$ cat config.mk
export PLATFORM = sky130hd
export DESIGN_NAME = gate_vector_decoder
export DESIGN_NICKNAME = d
export VERILOG_FILES = /design/src/rtl/gate_dec_pkg.sv /design/src/rtl/gate_cw_match.sv /design/src/rtl/gate_vector_decoder.sv
export SDC_FILE = /design/constraint.sdc
export NUM_CORES = 1
export LEC_CHECK = 0
export ABC_AREA = 1
export CORE_UTILIZATION = 52
export CTS_BUF_LIST = sky130_fd_sc_hd__clkbuf_4 sky130_fd_sc_hd__clkbuf_8
export CTS_CLUSTER_DIAMETER = 40
export DETAILED_ROUTE_END_ITERATION = 10
export PLACE_DENSITY = 0.89
export REMOVE_ABC_BUFFERS = 1
export SYNTH_ARGS = -nofsm -noshare
export SYNTH_HDL_FRONTEND = slang
export SYNTH_SLANG_ARGS = --single-unit
$ cat constraint.sdc
create_clock -name clk -period 1.85 [get_ports clk]
set_input_delay 0.37 -clock clk [delete_from_list [all_inputs] [get_ports clk]]
set_output_delay 0.37 -clock clk [all_outputs]
set_load 0.03 [all_outputs]
$ cat src/rtl/gate_dec_pkg.sv
// -----------------------------------------------------------------------------
// gate_dec_pkg
// Shared definitions for the gate-vector decoder.
//   - Bit positions of each gate result inside the 7-bit vector
//     {xnor,xor,nor,nand,not,or,and} = [6:0]
//   - The four legal codewords CW_00..CW_11, indexed by operands (a,b)
//   - FSM state enum
//   - Hamming-distance helper, present only when GATE_DEC_CORRECT_EN is
//     defined (single-bit correction build)
// -----------------------------------------------------------------------------
package gate_dec_pkg;

   // Position of each gate result within the vector
   localparam int BIT_AND  = 0;
   localparam int BIT_OR   = 1;
   localparam int BIT_NOT  = 2;
   localparam int BIT_NAND = 3;
   localparam int BIT_NOR  = 4;
   localparam int BIT_XOR  = 5;
   localparam int BIT_XNOR = 6;

   typedef enum logic {ST_RUN, ST_LOCK} state_t;

   // Builds the vector the gate bank produces for operands (a,b). The NOT
   // lane carries ~a.
   function automatic logic [6:0] gate_vec(input logic a, input logic b);
      logic [6:0] v;
      v           = '0;
      v[BIT_AND]  = a & b;
      v[BIT_OR]   = a | b;
      v[BIT_NOT]  = ~a;
      v[BIT_NAND] = ~(a & b);
      v[BIT_NOR]  = ~(a | b);
      v[BIT_XOR]  = a ^ b;
      v[BIT_XNOR] = ~(a ^ b);
      return v;
   endfunction

   // Legal codewords: 00 -> 1011100, 01 -> 0101110, 10 -> 0101010, 11 -> 1000011
   localparam logic [6:0] CW_00 = gate_vec(1'b0, 1'b0);
   localparam logic [6:0] CW_01 = gate_vec(1'b0, 1'b1);
   localparam logic [6:0] CW_10 = gate_vec(1'b1, 1'b0);
   localparam logic [6:0] CW_11 = gate_vec(1'b1, 1'b1);

`ifdef GATE_DEC_CORRECT_EN
   // Number of differing bit positions between two vectors
   function automatic logic [2:0] bit_dist(input logic [6:0] x, input logic [6:0] y);
      logic [6:0] d;
      logic [2:0] n;
      d = x ^ y;
      n = '0;
      for (int i = 0; i < 7; i++) begin
         n = n + {2'b00, d[i]};
      end
      return n;
   endfunction
`endif

endpackage

$ cat src/rtl/gate_cw_match.sv
// -----------------------------------------------------------------------------
// gate_cw_match
// Combinational codeword matcher. Maps a 7-bit gate vector back to (a,b).
// Optional macro: GATE_DEC_CORRECT_EN enables single-bit correction.
// Ports:
//   in_vec  in   7  gate vector {xnor,xor,nor,nand,not,or,and}
//   hit     out  1  vector decoded to a legal (a,b) (exact or corrected)
//   a       out  1  recovered operand a (0 when hit=0)
//   b       out  1  recovered operand b (0 when hit=0)
//   corr    out  1  result came from single-bit correction
// -----------------------------------------------------------------------------
module gate_cw_match
   import gate_dec_pkg::*;
(
   input  logic [6:0] in_vec,
   output logic       hit,
   output logic       a,
   output logic       b,
   output logic       corr
);

`ifdef GATE_DEC_CORRECT_EN
   // One flag per codeword: is the incoming vector exactly one bit away?
   logic [3:0] near;
   assign near[0] = (bit_dist(in_vec, CW_00) == 3'd1);
   assign near[1] = (bit_dist(in_vec, CW_01) == 3'd1);
   assign near[2] = (bit_dist(in_vec, CW_10) == 3'd1);
   assign near[3] = (bit_dist(in_vec, CW_11) == 3'd1);
`endif

   // Exact match first; on a miss, correction is attempted only when exactly
   // one codeword is at distance 1 (CW_01 and CW_10 are themselves only one
   // bit apart, so ambiguous vectors must stay illegal).
   always_comb begin
      hit  = 1'b0;
      a    = 1'b0;
      b    = 1'b0;
      corr = 1'b0;
      case (in_vec)
         CW_00: begin hit = 1'b1; end
         CW_01: begin hit = 1'b1; b = 1'b1; end
         CW_10: begin hit = 1'b1; a = 1'b1; end
         CW_11: begin hit = 1'b1; a = 1'b1; b = 1'b1; end
         default: begin
`ifdef GATE_DEC_CORRECT_EN
            case (near)
               4'b0001: begin hit = 1'b1; corr = 1'b1; end
               4'b0010: begin hit = 1'b1; corr = 1'b1; b = 1'b1; end
               4'b0100: begin hit = 1'b1; corr = 1'b1; a = 1'b1; end
               4'b1000: begin hit = 1'b1; corr = 1'b1; a = 1'b1; b = 1'b1; end
               default: begin hit = 1'b0; end
            endcase
`else
            hit = 1'b0;
`endif
         end
      endcase
   end

endmodule

$ cat src/rtl/gate_vector_decoder.sv
// -----------------------------------------------------------------------------
// gate_vector_decoder
// Recovers operands (a,b) from gate-bank vectors, flags illegal vectors,
// counts words/errors and locks the input after ERR_LIMIT consecutive errors.
// One registered output stage with valid/ready on both sides.
// Optional macro: GATE_DEC_CORRECT_EN (single-bit correction; out_corr is 0
// when it is not defined).
// Parameters:
//   CNT_W      width of saturating word/error counters
//   ERR_LIMIT  consecutive illegal words that force LOCK (1..15)
// Ports:
//   clk, rst_n            clock, async active-low reset
//   in_valid/in_ready     upstream handshake, in_vec gate vector
//   clear                 sync pulse: leave LOCK, zero counters
//   out_valid/out_ready   downstream handshake
//   out_a, out_b          recovered operands
//   out_err, out_corr     illegal / corrected flags
//   word_count, err_count saturating counters
//   locked                FSM is in LOCK
// -----------------------------------------------------------------------------
module gate_vector_decoder
   import gate_dec_pkg::*;
#(
   parameter int CNT_W     = 8,
   parameter int ERR_LIMIT = 4
)(
   input  logic             clk,
   input  logic             rst_n,
   input  logic             in_valid,
   output logic             in_ready,
   input  logic [6:0]       in_vec,
   input  logic             clear,
   output logic             out_valid,
   input  logic             out_ready,
   output logic             out_a,
   output logic             out_b,
   output logic             out_err,
   output logic             out_corr,
   output logic [CNT_W-1:0] word_count,
   output logic [CNT_W-1:0] err_count,
   output logic             locked
);

   localparam logic [3:0] LIMIT = 4'(ERR_LIMIT);

   state_t     state;
   logic [3:0] consec_err;
   logic       m_hit;
   logic       m_a;
   logic       m_b;
   logic       m_corr;
   logic       accept;

   gate_cw_match u_match (
      .in_vec (in_vec),
      .hit    (m_hit),
      .a      (m_a),
      .b      (m_b),
      .corr   (m_corr)
   );

   // The output register may take a new word when it is empty or being
   // drained this cycle; LOCK shuts the input regardless.
   assign locked   = (state == ST_LOCK);
   assign in_ready = (~out_valid | out_ready) & ~locked;
   assign accept   = in_valid & in_ready;

   // Output pipeline register. Data is only loaded on acceptance so it stays
   // stable under backpressure.
   always_ff @(posedge clk or negedge rst_n) begin
      if (!rst_n) begin
         out_valid <= 1'b0;
         out_a     <= 1'b0;
         out_b     <= 1'b0;
         out_err   <= 1'b0;
         out_corr  <= 1'b0;
      end else begin
         if (accept) begin
            out_valid <= 1'b1;
            out_a     <= m_a;
            out_b     <= m_b;
            out_err   <= ~m_hit;
            out_corr  <= m_corr;
         end else if (out_ready) begin
            out_valid <= 1'b0;
         end
      end
   end

   // RUN/LOCK FSM with the consecutive-error tracker and the two saturating
   // counters. clear overrides any acceptance in the same cycle for counter
   // purposes; the word itself still reaches the output register above.
   always_ff @(posedge clk or negedge rst_n) begin
      if (!rst_n) begin
         state      <= ST_RUN;
         consec_err <= '0;
         word_count <= '0;
         err_count  <= '0;
      end else if (clear) begin
         state      <= ST_RUN;
         consec_err <= '0;
         word_count <= '0;
         err_count  <= '0;
      end else begin
         case (state)
            ST_RUN: begin
               if (accept) begin
                  if (word_count != '1) begin
                     word_count <= word_count + 1'b1;
                  end
                  if (!m_hit) begin
                     if (err_count != '1) begin
                        err_count <= err_count + 1'b1;
                     end
                     consec_err <= consec_err + 4'd1;
                     if (consec_err + 4'd1 == LIMIT) begin
                        state <= ST_LOCK;
                     end
                  end else begin
                     consec_err <= '0;
                  end
               end
            end
            ST_LOCK: begin
               state <= ST_LOCK;
            end
            default: begin
               state <= ST_RUN;
            end
         endcase
      end
   end

endmodule
==> results of run 1 <==
per-stage QoR:
step | hold WS, ns | setup WS (ns) | power [W] | instances | TNS [ns]
4_1_cts | 0.3826 | 0.003055 | 0.001088 | 274 | 0
2_1_floorplan | 0.07441 | 0.2706 | 0.0007217 | 201 | 0
5_1_grt | 0.4098 | -0.0005808 | 0.001121 | 274 | -0.0005808
3_5_place_dp | 0.4703 | -0.003754 | 0.0008357 | 270 | -0.004870
3_3_place_gp | 0.4692 | 0.04099 | 0.0008313 | 270 | 0
6_report | 0.3814 | 0.05417 | 0.001074 | 274 | 0
metal layers:
metal / wire length (um) / vias to the layer above
met5: 0 / -
met4: 75 / 0
met3: 87 / 7
met2: 1572 / 29
met1: 1530 / 667
li1: - / 729
cell families (layout without fill, tap and decap cells):
kind of cell	Yosys count	in the layout	share of synthesized area, %
other	1	1	0.2413
xor gates and xnor gates	7	7	3.945
DFF	25	25	40.26
AOI/OAI and AO/OA	12	12	4.911
adders and majority gates	3	3	2.416
buffers and inverters	35	72	9.499
and+or+nand+nor	123	123	38.73
worst min path at each step:
stage / depth (start not counted) / endpoint / slack, ns
2_1_floorplan: 0 / consec_err[0]$_DFFE_PN0P_ / 0.07
3_3_place_gp: 2 / out_err$_DFFE_PN0P_ / 0.47
3_5_place_dp: 2 / out_err$_DFFE_PN0P_ / 0.47
4_1_cts: 2 / err_count[2]$_DFFE_PN0P_ / 0.38
5_1_grt: 2 / err_count[5]$_DFFE_PN0P_ / 0.41
6_report: 2 / err_count[2]$_DFFE_PN0P_ / 0.38
where the power goes:
group / total (W) / leakage, nW / switching, W / internal [W]
clock network: 0.000251 / 0.0177 / 0.000169 / 0.0000813
registers: 0.000588 / 0.337 / 0.0000185 / 0.000569
logic: 0.000236 / 0.812 / 0.000141 / 0.0000948
area by class of cell:
class                      instances  share of cell area [%]
clock inverter                     1                  0.2536
timing repair buffer              38                   19.66
tap                               31                   1.966
clock buffer                       3                   1.141
inverter                          30                   5.707
multi-input combinational        146                   39.57
sequential                        25                   31.71
synth_stat cells, drive strengths merged:
library cell	instances	area share, %
nor2	22	7.9
xnor2	3	1.7
nand2	60	15
nand3	26	8.7
a21oi	1	0.32
clkbuf	1	0.32
o21a	2	0.97
conb	1	0.24
nand4	13	6.6
inv	30	7.2
ha	3	2.4
xor2	4	2.3
dfrtp	25	40
nor3	1	0.32
o21ai	9	3.6
buf	4	1.9
or2	1	0.40
state kept, by name, indices dropped and copies added (netlist names):
signal	cells
err_count	8
word_count	8
consec_err	4
locked	1
out_a	1
out_b	1
out_err	1
out_valid	1
==> summary.md, run 1 <==
| Metric | Value |
|---|---|
| Worst Path Required | `around 1.5 ns` |
| Die footprint | `0.003211 mm^2` |
| Synthesized cell area | `0.001554 mm^2` |
| Worst-case vdd ir drop | `0.0003788 V` |
| DRT iter0 DRCs | `a little under 80` |
| Initial antenna violation count | `0` |
| Setup violations, final | `0` |
| 1st-pass router iterations | `7` |
| PostCTS Resize Cnt | `6` |
| Global routing usage on met3 | `2.304%` |
| Register area share after synthesis | `40.26%` |
| CTS Buf Count | `3` |
| Clock sinks | `25` |
| Outcome | `finished, violations left` |
| Die X | `around 57 um` |
| Nets | `around 260` |
| Fraction of layout cells with a size suffix above 1 | `10.70%` |
| Static leakage | `1.167 nW` |
| Diodes inserted | `0` |
| Post-CTS repair timing setup buffer count | `0` |
| First-pass GRT wire length | `5837 um` |
| Final Max Slew Viols | `0` |
| Hold violation count in the final report | `0` |
| PwrDens | `544.5 mW/mm^2` |
| Critical path type | `register to output pin` |
| Multi-input gate area | `between 700 and 800 um^2` |
| Number of vias per cell | `5.226` |
| PortBufs | `33` |
| WP buf/inv | `1` |
| Max-cap viol count | `0` |
| Final Critical Period | `1.796 ns` |
| CP max stage delay | `about 0.69 ns` |
| Crit share post-route | `97.07%` |
| Height of the die | `about 57 um` |
| WP depth | `1` |
| Reg2Reg Launch Point | `word_count[0]$_DFFE_PN0P_` |
| Register area | `between 600 and 700 um^2` |
| Met2 GRT Util | `39.97%` |
| Area Overhead vs Synth | `26.97%` |
| Violated checks | `design-rule violations` |
| Bufs on Longest Clock Path | `2` |
| CP startpoint | `word_count[3]$_DFFE_PN0P_` |
| Final weighted congestion in routability-driven placement | `0.8029` |
| CTS tree | `yes` |
| Fin util | `70.34%` |
| Via count | `1432` |
| GR peak layer | `met2` |
| Hold_buf cts | `0` |
| Clk slew on worst S/H paths | `0.14 ns` |
| Hpwl dp | `2399 um` |
| Synthesis Warnings | `0` |
| WP data arrival | `1.43 ns` |
| Commonest non-fill, non-tap cell in the layout | `nand2_1` |
| Final routed wire length divided by cell count | `about 12 um` |
| Number of synthesized register bits | `25` |
| Max Fclk | `556.8 MHz` |
| Initial Utilization | `a little under three fifths` |
| Crit-path slowest cell | `clkdlybuf4s50_1` |
| DRC viols | `4` |
| Max FO, Critical Path | `4` |
| Global route total overflow | `0` |
| Crit path capture type | `output pin` |
| Root buffer cell | `clkbuf_4` |
| Fin Clk Skew | `0.004686 ns` |
| Reg2reg path depth | `6` |
| Total number of H-tree levels | `1` |
| CP delay by family, top | `buffers and inverters` |
| Crit-path cells | `clkdlybuf4s50_1` |
| Crit path to | `word_count[3]` |
| Filler cell count | `220` |
| Clk_lat worst skew | `between 0.3 and 0.4 ns` |
| Total wire length | `between 3000 and 4000 um` |
| Design area | `slightly below 0.002 mm^2` |
| Core box area | `0.002805 mm^2` |
| Largest net degree at the start of global routing | `26` |
| Post-synth cell types | `28` |
| Startpoint types | `register` |
| R2R Setup Slk | `roughly 0.32 ns` |
| Commonest non-fill, non-tap cells in the layout | `58 x nand2_1, 29 x inv_1, 25 x nand3_1, 25 x dfrtp_1, 19 x clkdlybuf4s50_1` |
| Row Count | `19` |
| Final ANT Viol Nets | `0` |
| I/O pin cnt | `35` |
| Mapped Cells | `206` |
| Number of global-route vias before repair | `1391` |
| Global-route usage over all layers | `23.35%` |
| Syn avg cell area | `around 7.5 um^2` |
| Hold crit path type | `input pin to asynchronous set/reset pin` |
| Area post-placement | `0.001936 mm^2` |
| GRT met1 Usage | `29.34%` |
| R2r endpoint | `word_count[5]$_DFFE_PN0P_` |
(Power assumes the default switching activity.)
==> run 2, diff against run 1 <==
Settings changed: PLACE_DENSITY 0.89 to 0.82.
==> summary.md, run 2 (same netlist as run 1, synthesis figures left out) <==
| Metric | Value |
|---|---|
| Outcome | `finished, violations left (unchanged)` |
| Violated checks | `design-rule violations (unchanged)` |
| Total number of H-tree levels | `1 (unchanged)` |
| Crit share post-route | `97.33% (was 97.07%)` |
| PostCTS Resize Cnt | `4 (was 6)` |
| Reg2Reg Launch Point | `word_count[0]$_DFFE_PN0P_ (unchanged)` |
| Setup repair after global routing missed its margin | `no` |
| Height of the die | `56.67 um (unchanged)` |
| Diodes inserted | `0 (unchanged)` |
| Hold crit path type | `input pin to asynchronous set/reset pin (unchanged)` |
| Final Power | `0.001086 W (was 0.001074 W)` |
| Max Fclk | `555.4 MHz (was 556.8 MHz)` |
| Hold_buf cts | `0 (unchanged)` |
| Hold violation count in the final report | `0 (unchanged)` |
| Max FO, Critical Path | `4 (unchanged)` |
| Core box area | `0.002805 mm^2 (unchanged)` |
| Number of global-route vias before repair | `1386 (was 1391)` |
| Die X | `56.67 um (unchanged)` |
| Startpoint types | `register (unchanged)` |
| Setup violations, final | `0 (unchanged)` |
| First-pass GRT wire length | `6065 um (was 5837 um)` |
| WP depth | `1 (unchanged)` |
| I/O pin cnt | `35 (unchanged)` |
| DRT iter0 DRCs | `61 (was 79)` |
| Reg2reg path depth | `7 (was 6)` |
| Crit-path cells | `clkdlybuf4s50_1 (unchanged)` |
| Worst Path Required | `1.48 ns (about the same)` |
| Global-route usage over all layers | `24.36% (was 23.35%)` |
| Commonest non-fill, non-tap cells in the layout | `58 x nand2_1, 29 x inv_1, 25 x nand3_1, 25 x dfrtp_1, 20 x clkdlybuf4s50_1 (was 58 x nand2_1, 29 x inv_1, 25 x nand3_1, 25 x dfrtp_1, 19 x clkdlybuf4s50_1)` |
| Bufs on Longest Clock Path | `2 (unchanged)` |
| Area post-placement | `0.001938 mm^2 (was 0.001936 mm^2)` |
| Filler cell count | `233 (was 220)` |
| CTS Buf Count | `3 (unchanged)` |
| Static leakage | `1.184 nW (was 1.167 nW)` |
| Final Max Slew Viols | `0 (unchanged)` |
| 1st-pass router iterations | `7 (unchanged)` |
| Global route total overflow | `0 (unchanged)` |
| Largest regs | `err_count x8, word_count x8, consec_err x4 (unchanged)` |
| Final weighted congestion in routability-driven placement | `0.7969 (was 0.8029)` |
| Critical path type | `register to output pin (unchanged)` |
| Clk slew on worst S/H paths | `0.14 ns (about the same)` |
| CP max stage delay | `0.69 ns (about the same)` |
| Die footprint | `0.003211 mm^2 (unchanged)` |
| Number of vias per cell | `5.091 (was 5.226)` |
| Fin Clk Skew | `0.004848 ns (was 0.004686 ns)` |
| Largest net degree at the start of global routing | `26 (unchanged)` |
| Final Critical Period | `1.801 ns (was 1.796 ns)` |
| WP data arrival | `1.43 ns (about the same)` |
| Worst-case vdd ir drop | `0.0003907 V (was 0.0003788 V)` |
| Root buffer cell | `clkbuf_4 (unchanged)` |
| Max-cap viol count | `0 (unchanged)` |
| Fraction of layout cells with a size suffix above 1 | `11.43% (was 10.70%)` |
| Crit-path slowest cell | `clkdlybuf4s50_1 (unchanged)` |
| Fin util | `70.70% (was 70.34%)` |
| Design area | `0.001983 mm^2 (was 0.001973 mm^2)` |
| CP delay by family, top | `buffers and inverters (unchanged)` |
| Via count | `1405 (was 1432)` |
| Commonest non-fill, non-tap cell in the layout | `nand2_1 (unchanged)` |
| CTS tree | `yes (unchanged)` |
| PwrDens | `547.7 mW/mm^2 (was 544.5 mW/mm^2)` |
| Hpwl dp | `2462 um (was 2399 um)` |
| Post-CTS repair timing setup buffer count | `0 (unchanged)` |
| Row Count | `19 (unchanged)` |
| Initial Utilization | `55.40% (unchanged)` |
| Initial antenna violation count | `0 (unchanged)` |
| R2R Setup Slk | `0.33 ns (was 0.32 ns)` |
| R2r endpoint | `word_count[5]$_DFFE_PN0P_ (unchanged)` |
| Nets | `261 (was 259)` |
| Area Overhead vs Synth | `27.62% (was 26.97%)` |
| Clock sinks | `25 (unchanged)` |
| Total wire length | `3297 um (was 3265 um)` |
| Final routed wire length divided by cell count | `11.95 um (was 11.92 um)` |
| WP buf/inv | `1 (unchanged)` |
| DRC viols | `4 (unchanged)` |
| PortBufs | `33 (unchanged)` |
| Final ANT Viol Nets | `0 (unchanged)` |
| Crit path capture type | `output pin (unchanged)` |
| Clk_lat worst skew | `0.32 ns (was 0.33 ns)` |
run 2: cell count changes in the layout (fill, tap and decap cells not counted):
cell | previous run | this run
clkbuf_4 | 3 | 4
clkdlybuf4s50_1 | 19 | 20
dlymetal6s2s_1 | 7 | 8
buf_12 | 1 | 0
clkinv_2 | 1 | 0
dlygate4sd2_1 | 6 | 4
buf_4 | 5 | 8
run 2: metal layers:
metal / GRT usage (%) / wire length [um]
met3: 2.765 / 91
met2: 39.46 / 1581
met4: 8.214 / 46
met5: 0 / 0
met1: 33.88 / 1578
run 2: final cells by class:
type,count,area [um^2],share of cell area [%]
Clock buffer,4,30.03,1.514
Inverter,30,112.6,5.678
Multi-Input combinational cell,146,780.7,39.37
Sequential cell,25,625.6,31.55
Tap cell,31,38.79,1.956
Timing Repair Buffer,40,395.4,19.94
run 2: worst max-delay path by stage:
stage                                    from                   endpoint  slack (ns)
floorplan           word_count[0]$_DFFE_PN0P_  word_count[5]$_DFFE_PN0P_        0.27
global placement                    out_ready  word_count[0]$_DFFE_PN0P_        0.03
detailed placement                  out_ready  word_count[5]$_DFFE_PN0P_      -0.008
CTS                 word_count[5]$_DFFE_PN0P_              word_count[5]       0.001
global route        word_count[3]$_DFFE_PN0P_              word_count[3]       0.001
finish              word_count[3]$_DFFE_PN0P_              word_count[3]        0.05
run 2: report_power, final:
part / switching [W] / internal (W) / leakage (nW)
Sequential: 0.0000188 / 0.000569 / 0.337
Clock: 0.000165 / 0.0000991 / 0.0184
Combinational: 0.000140 / 0.0000935 / 0.829
run 2: metrics by stage:
stage	worst slack, ns	cells	hold WS, ns	setup TNS, ns
floorplan	0.2706	201	0.07441	0
global placement	0.02646	272	0.4864	0
detailed placement	-0.008243	272	0.4853	-0.01103
CTS	0.001370	276	0.3953	0
global route	0.001248	276	0.4089	0
finish	0.04946	276	0.3833	0
==> run 3, diff against run 2 <==
Settings changed: CORE_UTILIZATION 52 to 47, PLACE_DENSITY 0.82 to 0.78.
Clock period 1.85 ns to 1.5 ns, I/O delays scaled along.
==> summary.md, run 3 (same netlist as run 1, synthesis figures left out) <==
| Metric | Value |
|---|---|
| Outcome | `complete, no violations (was finished, violations left)` |
| DRT iter0 DRCs | `62 (was 61)` |
| Crit-path slowest cell | `dfrtp_1 (was clkdlybuf4s50_1)` |
| Largest net degree at the start of global routing | `26 (unchanged)` |
| Die X | `59.50 um (was 56.67 um)` |
| Clk slew on worst S/H paths | `0.13 ns (was 0.14 ns)` |
| Clock sinks | `25 (unchanged)` |
| Initial antenna violation count | `0 (unchanged)` |
| Clk_lat worst skew | `0.32 ns (about the same)` |
| Multi-input gate area | `850.8 um^2 (was 780.7 um^2)` |
| Area Overhead vs Synth | `42.19% (was 27.62%)` |
| Hold crit path type | `input pin to asynchronous set/reset pin (unchanged)` |
| Row Count | `20 (was 19)` |
| Hold_buf cts | `0 (unchanged)` |
| WP data arrival | `1.14 ns (was 1.43 ns)` |
| PortBufs | `33 (unchanged)` |
| Via count | `1587 (was 1405)` |
| First-pass GRT wire length | `5823 um (was 6065 um)` |
| TNS Setup | `0 ns (unchanged)` |
| Final weighted congestion in routability-driven placement | `0.8653 (was 0.7969)` |
| Height of the die | `59.50 um (was 56.67 um)` |
| Static leakage | `1.219 nW (was 1.184 nW)` |
| CP max stage delay | `0.41 ns (was 0.69 ns)` |
| DRC viols | `0 (was 4)` |
| Fraction of layout cells with a size suffix above 1 | `25.37% (was 11.43%)` |
| Die footprint | `0.003540 mm^2 (was 0.003211 mm^2)` |
| PwrDens | `623.2 mW/mm^2 (was 547.7 mW/mm^2)` |
| CTS tree | `yes (unchanged)` |
| Commonest non-fill, non-tap cell in the layout | `nand2_1 (unchanged)` |
| Global route total overflow | `0 (unchanged)` |
| Filler cell count | `257 (was 233)` |
| Crit share post-route | `96.11%` |
| Startpoint types | `register (unchanged)` |
| Diodes inserted | `0 (unchanged)` |
| Max-cap viol count | `0 (unchanged)` |
| Register area | `628.1 um^2 (was 625.6 um^2)` |
| Fin Clk Skew | `0.003986 ns (was 0.004848 ns)` |
| Number of vias per cell | `5.022 (was 5.091)` |
| WP buf/inv | `1 (unchanged)` |
| Setup violations, final | `0 (unchanged)` |
| Root buffer cell | `clkbuf_4 (unchanged)` |
| Hpwl dp | `2533 um (was 2462 um)` |
| Commonest non-fill, non-tap cells in the layout | `56 x nand2_1, 33 x buf_4, 28 x inv_1 (was 58 x nand2_1, 29 x inv_1, 25 x nand3_1, 25 x dfrtp_1, 20 x clkdlybuf4s50_1)` |
| Crit-path cells | `dlygate4sd2_1 (was clkdlybuf4s50_1)` |
| Crit path capture type | `output pin (unchanged)` |
| Fin Hold WS | `0.3235 ns (was 0.3833 ns)` |
| Final Critical Period | `between 1 and 1.5 ns` |
| Initial Utilization | `50.08% (was 55.40%)` |
| Final Max Slew Viols | `0 (unchanged)` |
| Largest regs | `err_count x8, word_count x8, consec_err x4 (unchanged)` |
| Number of global-route vias before repair | `1415 (was 1386)` |
| Max FO, Critical Path | `4 (unchanged)` |
| Global-route usage over all layers | `21.64% (was 24.36%)` |
| Bufs on Longest Clock Path | `2 (unchanged)` |
| Max Fclk | `693.6 MHz` |
| Core box area | `0.003103 mm^2 (was 0.002805 mm^2)` |
| CTS Buf Count | `3 (unchanged)` |
| Fin util | `71.21% (was 70.70%)` |
| Final routed wire length divided by cell count | `11.36 um (was 11.95 um)` |
| Total wire length | `3589 um (was 3297 um)` |
| Worst setup margin | `0.05831 ns (was 0.04946 ns)` |
| Final Power | `0.001377 W (was 0.001086 W)` |
| Hold violation count in the final report | `0 (unchanged)` |
| Nets | `288 (was 261)` |
| I/O pin cnt | `35 (unchanged)` |
| Worst Path Required | `1.20 ns (was 1.48 ns)` |
| CP delay by family, top | `flip-flops (was buffers and inverters)` |
| Critical path type | `register to output pin (unchanged)` |
| Place WS | `-0.2289 ns (was -0.008243 ns)` |
| Final ANT Viol Nets | `0 (unchanged)` |
| Worst-case vdd ir drop | `0.0006558 V (was 0.0003907 V)` |
| Total number of H-tree levels | `1 (unchanged)` |
| 1st-pass router iterations | `4 (was 7)` |
[run 3: cell type report]
| cell class | instances | share of cell area [%] |
|---|---|---|
| inverter | 30 | 5.096 |
| sequential | 25 | 28.43 |
| multi-input combinational | 148 | 38.51 |
| clock buffer | 4 | 1.359 |
| tap | 44 | 2.492 |
| timing repair buffer | 65 | 24.12 |
[run 3: per-layer routing]
metal / part of all wire (%) / track usage [%] / vias to the layer above
met4: 0.95 / 5.980 / 0
met5: 0 / 0 / -
met2: 48 / 34.19 / 37
met3: 3.6 / 4.585 / 4
li1: - / - / 798
met1: 48 / 30.08 / 748
[run 3: path summary, 6_finish.rpt]
check	start	cells past startpoint	endpoint	slack [ns]
setup / recovery	word_count[3]$_DFFE_PN0P_	1	word_count[3]	0.06
max in group asynchronous	rst_n	2	word_count[0]$_DFFE_PN0P_	0.91
hold reg to reg	out_err$_DFFE_PN0P_	2	out_err$_DFFE_PN0P_	0.50
min in group clk	out_err$_DFFE_PN0P_	2	out_err$_DFFE_PN0P_	0.50
hold / removal	rst_n	2	word_count[3]$_DFFE_PN0P_	0.32
setup reg to reg	word_count[0]$_DFFE_PN0P_	8	word_count[7]$_DFFE_PN0P_	0.08
[run 3: metrics by stage]
step / cells / area, um^2
after floorplan: 201 / 1519
after global placement: 304 / 2095
after detailed placement: 304 / 2095
after CTS: 309 / 2115
after global routing: 316 / 2210
final: 316 / 2210
[run 3: repair_timing]
action | 4_1_cts | 5_1_grt
setup endpoints to repair | 28 | 23
pin swaps | 0 | 8
resized for setup | 21 | 25
buffers inserted | 1 | 5
hold endpoints to repair | 0 | 0
cloned | 0 | 2
[run 3: power breakdown]
| group | leakage (nW) | total, W | switching (W) | internal (W) |
|---|---|---|---|---|
| logic | 0.867 | 0.000333 | 0.000190 | 0.000143 |
| registers | 0.334 | 0.000726 | 0.0000234 | 0.000703 |
| clock network | 0.0184 | 0.000318 | 0.000195 | 0.000122 |
